$ cat src/rtl/example_sdiv_pkg.sv
// -----------------------------------------------------------------------------
// example_sdiv_pkg
// Shared definitions for the sequential signed divider: default operand and
// result widths, and the controller state encoding.
// -----------------------------------------------------------------------------
package example_sdiv_pkg;

    // Default widths: 21-bit signed dividend, 10-bit signed divisor,
    // 14-bit signed quotient.
    localparam int DIN0_WIDTH_DEF = 21;
    localparam int DIN1_WIDTH_DEF = 10;
    localparam int DOUT_WIDTH_DEF = 14;

    // Controller states. One quotient bit is produced per CALC cycle;
    // FIXUP applies signs and saturation; DONE presents the result.
    typedef enum logic [1:0] {
        IDLE  = 2'd0,
        CALC  = 2'd1,
        FIXUP = 2'd2,
        DONE  = 2'd3
    } state_t;

endpackage : example_sdiv_pkg

$ cat src/rtl/example_udiv_step.sv
// -----------------------------------------------------------------------------
// example_udiv_step
// One combinational restoring-division step on unsigned magnitudes.
//   i_rem : current partial remainder (always < i_div when i_div != 0)
//   i_bit : next dividend bit, MSB first
//   i_div : divisor magnitude
//   o_rem : next partial remainder
//   o_q   : quotient bit produced by this step
// -----------------------------------------------------------------------------
module example_udiv_step #(
    parameter int WIDTH = 10
) (
    input  logic [WIDTH-1:0] i_rem,
    input  logic             i_bit,
    input  logic [WIDTH-1:0] i_div,
    output logic [WIDTH-1:0] o_rem,
    output logic             o_q
);

    logic [WIDTH:0] w_shift;

    assign w_shift = {i_rem, i_bit};
    assign o_q     = (w_shift >= {1'b0, i_div});

    // The restored remainder is always below i_div, so the low WIDTH bits of
    // the subtraction are exact even though w_shift may need WIDTH+1 bits.
    assign o_rem = o_q ? (w_shift[WIDTH-1:0] - i_div) : w_shift[WIDTH-1:0];

endmodule : example_udiv_step

$ cat src/rtl/example_sdiv_seq_21s_10s.sv
// -----------------------------------------------------------------------------
// example_sdiv_seq_21s_10s
// Sequential signed divider, truncating toward zero, fixed latency.
// Operands are accepted in IDLE when ap_start is high (ap_ready pulses that
// cycle T); ap_done pulses at T+din0_WIDTH+2 with dout/rem/ovf/dbz valid, and
// those results hold until the next operation's FIXUP cycle.
//   ap_clk, ap_rst     : clock, asynchronous active-high reset
//   ap_start           : request, operands valid while high
//   ap_ready/idle/done : handshake status
//   din0, din1         : signed dividend, signed divisor
//   dout, rem          : signed quotient (saturated), signed remainder
//   ovf                : quotient saturated to dout_WIDTH
//   dbz                : divisor was zero
// -----------------------------------------------------------------------------
module example_sdiv_seq_21s_10s
    import example_sdiv_pkg::*;
#(
    parameter int din0_WIDTH = DIN0_WIDTH_DEF,
    parameter int din1_WIDTH = DIN1_WIDTH_DEF,
    parameter int dout_WIDTH = DOUT_WIDTH_DEF
) (
    input  logic                  ap_clk,
    input  logic                  ap_rst,
    input  logic                  ap_start,
    output logic                  ap_ready,
    output logic                  ap_idle,
    output logic                  ap_done,
    input  logic [din0_WIDTH-1:0] din0,
    input  logic [din1_WIDTH-1:0] din1,
    output logic [dout_WIDTH-1:0] dout,
    output logic [din1_WIDTH-1:0] rem,
    output logic                  ovf,
    output logic                  dbz
);

    localparam int CNT_W = $clog2(din0_WIDTH);
    localparam logic [CNT_W-1:0] CNT_LAST = CNT_W'(din0_WIDTH - 1);

    // Saturation bounds for dout, and the quotient magnitudes they correspond
    // to (the negative bound has one more unit of magnitude than the positive).
    localparam logic [dout_WIDTH-1:0] DOUT_MAX = {1'b0, {(dout_WIDTH-1){1'b1}}};
    localparam logic [dout_WIDTH-1:0] DOUT_MIN = {1'b1, {(dout_WIDTH-1){1'b0}}};
    localparam logic [din0_WIDTH-1:0] QMAG_POS_LIM =
        {{(din0_WIDTH-dout_WIDTH+1){1'b0}}, {(dout_WIDTH-1){1'b1}}};
    localparam logic [din0_WIDTH-1:0] QMAG_NEG_LIM =
        {{(din0_WIDTH-dout_WIDTH){1'b0}}, 1'b1, {(dout_WIDTH-1){1'b0}}};

    state_t                r_state;
    state_t                w_state_nxt;
    logic [CNT_W-1:0]      r_cnt;

    // r_dvd starts as the dividend magnitude; each CALC step shifts one
    // dividend bit out of the top and one quotient bit into the bottom, so it
    // holds the quotient magnitude once CALC finishes.
    logic [din0_WIDTH-1:0] r_dvd;
    logic [din1_WIDTH-1:0] r_dsr;      // divisor magnitude
    logic [din1_WIDTH-1:0] r_prem;     // partial remainder
    logic                  r_neg_q;    // operand signs differ
    logic                  r_neg_d0;   // dividend negative (remainder sign)
    logic                  r_div_zero;

    logic [dout_WIDTH-1:0] r_dout;
    logic [din1_WIDTH-1:0] r_rem;
    logic                  r_ovf;
    logic                  r_dbz;

    logic [din0_WIDTH-1:0] w_din0_mag;
    logic [din1_WIDTH-1:0] w_din1_mag;
    logic [din1_WIDTH-1:0] w_step_rem;
    logic                  w_step_q;
    logic [dout_WIDTH-1:0] w_dout_fix;
    logic [din1_WIDTH-1:0] w_rem_fix;
    logic                  w_ovf_fix;

    // Negating the most-negative value yields 2^(W-1) as an unsigned W-bit
    // magnitude, which is exactly what the unsigned datapath needs.
    assign w_din0_mag = din0[din0_WIDTH-1] ? -din0 : din0;
    assign w_din1_mag = din1[din1_WIDTH-1] ? -din1 : din1;

    example_udiv_step #(
        .WIDTH (din1_WIDTH)
    ) u_step (
        .i_rem (r_prem),
        .i_bit (r_dvd[din0_WIDTH-1]),
        .i_div (r_dsr),
        .o_rem (w_step_rem),
        .o_q   (w_step_q)
    );

    // ---------------------------------------------------------------- FSM ---
    // NOTE: state and data registers use non-blocking assignments so every
    // flop samples pre-edge values regardless of process ordering.
    always_ff @(posedge ap_clk or posedge ap_rst) begin
        if (ap_rst) begin
            r_state <= IDLE;
        end else begin
            r_state <= w_state_nxt;
        end
    end

    // NOTE: every combinational output gets a default first so no path can
    // leave it unassigned and infer a latch.
    always_comb begin
        w_state_nxt = r_state;
        case (r_state)
            IDLE:    if (ap_start) w_state_nxt = CALC;
            CALC:    if (r_cnt == CNT_LAST) w_state_nxt = FIXUP;
            FIXUP:   w_state_nxt = DONE;
            DONE:    w_state_nxt = IDLE;
            default: w_state_nxt = IDLE;
        endcase
    end

    // ap_ready is also gated by ap_rst so it stays low while reset is held.
    always_comb begin
        ap_idle  = 1'b0;
        ap_ready = 1'b0;
        ap_done  = 1'b0;
        case (r_state)
            IDLE: begin
                ap_idle  = 1'b1;
                ap_ready = ap_start & ~ap_rst;
            end
            DONE:    ap_done = 1'b1;
            default: ;
        endcase
    end

    // ------------------------------------------------------- result fixup ---
    always_comb begin
        w_dout_fix = '0;
        w_rem_fix  = '0;
        w_ovf_fix  = 1'b0;
        if (r_div_zero) begin
            w_dout_fix = r_neg_d0 ? DOUT_MIN : DOUT_MAX;
        end else begin
            w_rem_fix = r_neg_d0 ? -r_prem : r_prem;
            if (r_neg_q) begin
                if (r_dvd > QMAG_NEG_LIM) begin
                    w_dout_fix = DOUT_MIN;
                    w_ovf_fix  = 1'b1;
                end else begin
                    w_dout_fix = -r_dvd[dout_WIDTH-1:0];
                end
            end else begin
                if (r_dvd > QMAG_POS_LIM) begin
                    w_dout_fix = DOUT_MAX;
                    w_ovf_fix  = 1'b1;
                end else begin
                    w_dout_fix = r_dvd[dout_WIDTH-1:0];
                end
            end
        end
    end

    // ----------------------------------------------------------- datapath ---
    always_ff @(posedge ap_clk or posedge ap_rst) begin
        if (ap_rst) begin
            r_cnt      <= '0;
            r_dvd      <= '0;
            r_dsr      <= '0;
            r_prem     <= '0;
            r_neg_q    <= 1'b0;
            r_neg_d0   <= 1'b0;
            r_div_zero <= 1'b0;
            r_dout     <= '0;
            r_rem      <= '0;
            r_ovf      <= 1'b0;
            r_dbz      <= 1'b0;
        end else begin
            case (r_state)
                IDLE: begin
                    if (ap_start) begin
                        r_dvd      <= w_din0_mag;
                        r_dsr      <= w_din1_mag;
                        r_prem     <= '0;
                        r_cnt      <= '0;
                        r_neg_q    <= din0[din0_WIDTH-1] ^ din1[din1_WIDTH-1];
                        r_neg_d0   <= din0[din0_WIDTH-1];
                        r_div_zero <= (din1 == '0);
                    end
                end
                CALC: begin
                    r_dvd  <= {r_dvd[din0_WIDTH-2:0], w_step_q};
                    r_prem <= w_step_rem;
                    r_cnt  <= (r_cnt == CNT_LAST) ? '0 : r_cnt + 1'b1;
                end
                FIXUP: begin
                    r_dout <= w_dout_fix;
                    r_rem  <= w_rem_fix;
                    r_ovf  <= w_ovf_fix;
                    r_dbz  <= r_div_zero;
                end
                default: ;
            endcase
        end
    end

    assign dout = r_dout;
    assign rem  = r_rem;
    assign ovf  = r_ovf;
    assign dbz  = r_dbz;

endmodule : example_sdiv_seq_21s_10s

$ cat config.mk
export PLATFORM = sky130hd
export DESIGN_NAME = example_sdiv_seq_21s_10s
export DESIGN_NICKNAME = d
export VERILOG_FILES = /design/src/rtl/example_sdiv_pkg.sv /design/src/rtl/example_udiv_step.sv /design/src/rtl/example_sdiv_seq_21s_10s.sv
export SDC_FILE = /design/constraint.sdc
export NUM_CORES = 1
export LEC_CHECK = 0
export CAP_MARGIN = 0
export CORE_UTILIZATION = 57
export CTS_CLUSTER_DIAMETER = 50
export CTS_CLUSTER_SIZE = 8
export DETAILED_ROUTE_END_ITERATION = 7
export GPL_TIMING_DRIVEN = 0
export PLACE_DENSITY = 0.81
export SLEW_MARGIN = 0
export SYNTH_ARGS = -nofsm -noshare
export SYNTH_HDL_FRONTEND = slang
export SYNTH_SLANG_ARGS = --single-unit
$ cat constraint.sdc
create_clock -name ap_clk -period 2.7 [get_ports ap_clk]
set_input_delay 0.54 -clock ap_clk [delete_from_list [all_inputs] [get_ports ap_clk]]
set_output_delay 0.54 -clock ap_clk [all_outputs]
set_load 0.01 [all_outputs]
After elaboration in Yosys (flattened, before gate mapping)
Cells that the tools add are included.

Flip-flop bits (word level): 77. Input port bits: 34. Output and inout port bits: 29. Word-level logic and storage cells: 63.

Add/sub/neg operators: 6. Order comparisons: 3. Eq/ne operators: 6. Mux-type cells: 27. Bitwise gates (word level): 3. Reductions and logical operators: 6.

Operators by type and width (count): 14-bit 2-to-1 mux (5); 10-bit 2-to-1 mux (5); 21-bit 2-to-1 mux (2); 21-bit one-hot mux with 2 select lines (1); 21-bit by 13-bit greater-than comparator with 1-bit output, second input constant (1); 21-bit by 14-bit greater-than comparator with 1-bit output, second input constant (1); 21-bit negator (1); 10-bit negator (2); 10-bit one-hot mux with 2 select lines (1); 14-bit negator (1); 11-bit by 10-bit >= comparator with 1-bit output (1); 10-bit zero test (1); 5-bit 2-to-1 mux (2); 5-bit one-hot mux with 2 select lines (1); 10-bit subtractor (1); 2-bit one-hot mux with 4 select lines (1); 1-bit 2-to-1 mux (7); 2-bit AND reduction (3); 5-bit by 1-bit adder with 5-bit output, second input constant (1); 5-bit equality test, second input constant (1); 2-bit equality test, second input constant (2); 2-bit 2-to-1 mux (2); 2-bit != test, second input constant (2); 2-bit by 1-bit equality test with 1-bit output, second input constant (1); 5 further kinds (5).

Longest topological paths before layout
Word-level depth: 4. Gate-level depth with buffers: 10. Mapped depth without buffers: 9.

Cells and area by module
From an unflattened synthesis, not the netlist that was laid out.

Cell total of the unflattened synthesis: 597. Area, all modules: 5272.6 sq um.

Modules (own cells, without submodules): example_sdiv_seq_21s_10s (instances 1, cells an instance 522, area an instance 4649.5 sq um, seq. area each 1926.8 sq um); example_udiv_step (instances 1, cells an instance 75, area an instance 623.1 sq um, seq. area each 0.0 sq um).

Least setup slack after synthesis
No wires, ideal clock.

Path kind: register to register. Start: register r_prem[7]. End: register r_prem[3]. Setup time: 126 ps. Arrival time: 2035 ps. Data required time: 2574 ps. Slack: 539 ps. Cell stages (with the launch flop): 8. Path buffers: 1. Clock period less this slack: 2161 ps. Cell sequence: dfrtp_1 > ha_1 > a21o_1 > a211o_1 > nor3_2 > a21oi_2 > buf_2 > a221o_1.

Cells in the longest elaborated chain, start to end: 3.

RTL lines: start: declaration (RTL line example_sdiv_seq_21s_10s.sv:57) `logic [din1_WIDTH-1:0] r_prem;`; start signal: assignment (RTL line example_sdiv_seq_21s_10s.sv:185) `r_prem <= w_step_rem;`; 11-bit by 10-bit >= comparator with 1-bit output (RTL line example_udiv_step.sv:23) `assign o_q = (w_shift >= {1'b0, i_div});`; 10-bit 2-to-1 mux (RTL line example_udiv_step.sv:27) `assign o_rem = o_q ? (w_shift[WIDTH-1:0] - i_div) : w_shift[WIDTH-1:0];`; 10-bit one-hot mux with 2 select lines (RTL line example_sdiv_seq_21s_10s.sv:171) `case (r_state)`.

No other way between the ends. A chain may end at the register's enable or synchronous reset.

Final worst setup path
Start: register r_state[1]. End: output port ap_ready.

Cells in the longest elaborated chain, start to end: 2.

RTL lines: start: declaration (RTL line example_sdiv_seq_21s_10s.sv:48) `state_t r_state;`; start signal: assignment (RTL line example_sdiv_seq_21s_10s.sv:97) `r_state <= w_state_nxt;`; 2-bit zero test (RTL line example_sdiv_seq_21s_10s.sv:119) `case (r_state)`; 1-bit 2-to-1 mux (RTL line example_sdiv_seq_21s_10s.sv:119); end: declaration (RTL line example_sdiv_seq_21s_10s.sv:25) `output logic ap_ready,`.

No other way between the ends.

==> results.tsv <==
metric	value	unit
status	finished clean	
Root Driver	clkbuf_8	
CP arrival	2.05	ns
sequential fraction of the synthesis area	37.0	%
post-route cell area	6270	um2
Leak	2.60	nW
Max Cap Viol	0	
clk slew on worst S/H paths	0.08	ns
Worst Path Class, Setup	reg2out	
synth warn	0	
# port buffers	62	
share of cells above drive strength 1	6.60	%
router iterations before antenna repair	5	
total CTS buffers	9	
Post-Place Worst Slack	-0.199	ns
M3 GR Usage	2.88	%
Area Growth Syn to Fin	20.5	%
worst rel slew slack	54.8	%
Clock Skew	0.00455	ns
crit start category	register	
clk_lat worst skew	0.35	ns
Final HPWL DP	10000	um
Fin Hold WS	0.422	ns
first-pass GRT wire length	22100	um
Die W	97.5	um
Slew Limit Fails	0	
chip height	97.5	um
ys async rst share	100	%
worst vdd ir	0.508	mV
Final setup viols	0	
final worst slack	0.105	ns
Yosys reg bits	77	
Initial Util	59.4	%
DRC	0	
Syn Nets	659	
post-CTS setup repair buffer count	0	
grt peak-use layer	met2	
Synth Instances	603	
Vias/cell	6.14	
GRT overflow	0	
Worst Tran Pin Value	0.674	ns
Max clock buf depth	2	
RSZ-0062 raised after global routing	true	
Post-DP Area	5990	um2
Clock Sinks	77	
GR Util met1	40.4	%
io pins	63	
Core Region	8760	um2
n_diodes	0	
drt wl/cell	16.9	um
GR Layer Usage met2	46.6	%
RePlAce Congestion	0.902	
CP required	2.16	ns
Synth Cell Area	5200	um2
Fillers	727	
final net count	733	
initial drt markers	273	
EDFF count, synth	0	
vias	4854	
Worst setup EP type	primary output	
largest net degree at the start of global routing	75	
total wire length	13400	um
Std-Cell Rows	34	
Hold Path Class	in2async	
vias in the first global route	4536	
fmax	385	MHz
DIE AREA	9520	um2
Cell Pwr Density	1220	nW/um2
CTS HTree Levels	3	
syn_area_per_cell	8.63	um2
initial antenna violation count	0	
Final Hold Fails	0	
Worst Path Max Fanout	10	
DRT antenna net count	0	
most common flop cell mapped by yosys	dfrtp_1	
Final min period	2.59	ns
CTS tree	built	
total track usage	28.9	%
Tcrit/Tclk final	96.1	%
Cell variety after synth	68	
==> Yosys cell counts, drive strengths merged (6+ instances only) <==
library cell	instances	share of area (%)
or3	9	1.1
mux2i	10	1.9
nor2b	12	1.4
nor2	33	2.4
dfrtp	77	37
o211ai	7	1.0
o311ai	7	1.3
xnor2	14	2.4
nand4	10	1.3
xor2	26	4.4
o22ai	16	1.9
nor3	12	1.3
ha	21	5.0
nand2	64	4.7
nor4	8	1.4
inv	45	3.2
nand3	15	1.7
a21o	6	0.91
o31ai	18	2.7
a21oi	26	2.8
o21ai	65	6.3
clkbuf	28	2.0
==> layout make-up <==
class / count / area, um2 / area share [%]
tap: 108 / 135 / 2.15
buffer: 33 / 135 / 2.15
clock buffer: 12 / 135 / 2.15
timing repair buffer: 63 / 651 / 10.4
inverter: 45 / 171 / 2.73
clock inverter: 4 / 120 / 1.92
multi-input combinational: 448 / 3000 / 47.8
sequential: 77 / 1930 / 30.7
==> what timing repair did <==
action,in CTS,in global routing
hold buffers,0,0
cloned,0,0
resized for setup,5,5
setup endpoints to repair,2,4
hold endpoints to repair,0,0
==> placed cells by master (no fill, tap or decap), types with 5 or more instances in the layout <==
| cell | instances |
|---|---|
| dfrtp_1 | 77 |
| nand2_1 | 62 |
| clkdlybuf4s50_1 | 61 |
| o21ai_0 | 50 |
| inv_1 | 43 |
| nor2_1 | 33 |
| clkbuf_1 | 28 |
| xor2_1 | 26 |
| a21oi_1 | 24 |
| ha_1 | 20 |
| o31ai_1 | 17 |
| o22ai_1 | 16 |
| o21ai_1 | 15 |
| nand3_1 | 14 |
| xnor2_1 | 14 |
| nor2b_1 | 12 |
| nor3_1 | 11 |
| mux2i_1 | 10 |
| nand4_1 | 9 |
| or3_1 | 9 |
| clkbuf_8 | 9 |
| o211ai_1 | 7 |
| nor4_1 | 6 |
| o311ai_1 | 6 |
| or4_1 | 5 |
| nand2b_1 | 5 |
| o21a_1 | 5 |
==> path summary, 6_finish.rpt <==
| kind | start | end | slack, ns | cells past startpoint |
|---|---|---|---|---|
| max reg2reg | r_dsr[1] | r_prem[3] | 0.17 | 8 |
| max | r_state[1] | ap_ready | 0.11 | 6 |
| min reg2reg | r_dsr[6] | r_dsr[6] | 0.49 | 2 |
| min | ap_rst | r_cnt[3] | 0.42 | 2 |
| min in group ap_clk | r_dsr[6] | r_dsr[6] | 0.49 | 2 |
| max in group asynchronous | ap_rst | dout[2] | 1.73 | 3 |
==> report_power, final <==
part / switching [W] / leakage [nW] / internal, W / total, W
registers: 0.000430 / 0.940 / 0.00166 / 0.00209
clock network: 0.000437 / 0.125 / 0.000710 / 0.00115
logic: 0.00253 / 1.54 / 0.00188 / 0.00441
==> sequential cells by signal (all words and copies together) (netlist names) <==
name,count
dbz,1
dout,14
ovf,1
r_cnt,5
r_div_zero,1
r_dsr,10
r_dvd,21
r_neg_d0,1
r_neg_q,1
r_prem,10
r_state,2
rem,10
==> per-layer routing <==
metal	part of all wire, %	wire, um	up-vias
li1	-	-	2333
met4	1.8	239	0
met2	47	6230	210
met5	0	0	-
met3	6.2	822	21
met1	45	6070	2290
==> through the flow <==
stage                     TNS (ns)  power (W)  util, %  instances
final                            0    0.00765     71.6        790
after global routing       -0.0270    0.00823     71.6        790
after CTS                        0    0.00759     71.5        790
after detailed placement     -1.97    0.00639     68.3        774
after global placement      -76.49    0.00622     68.0        773
after floorplan                  0    0.00506        -        603
==> critical path: stages, from the launching register on <==
cell and delay, ns:
dfrtp_1 0.40, inv_1 0.13, ha_4 0.21, nand2_4 0.11, clkbuf_4 0.21, nor2_1 0.09, clkdlybuf4s50_1 0.54
==> cell families (layout without fill, tap and decap cells) <==
family                     after synthesis  in the layout  share of synthesized area [%]
and+or+nand+nor                        192            192                           19.5
AOI/OAI and AO/OA                      180            180                           22.8
buffers and inverters                   78            157                           5.75
DFF                                     77             77                           37.0
xor gates and xnor gates                40             40                           6.73
adders and majority gates               22             22                           5.43
muxes                                   14             14                           2.79
Power figures use the tool's default switching activity.
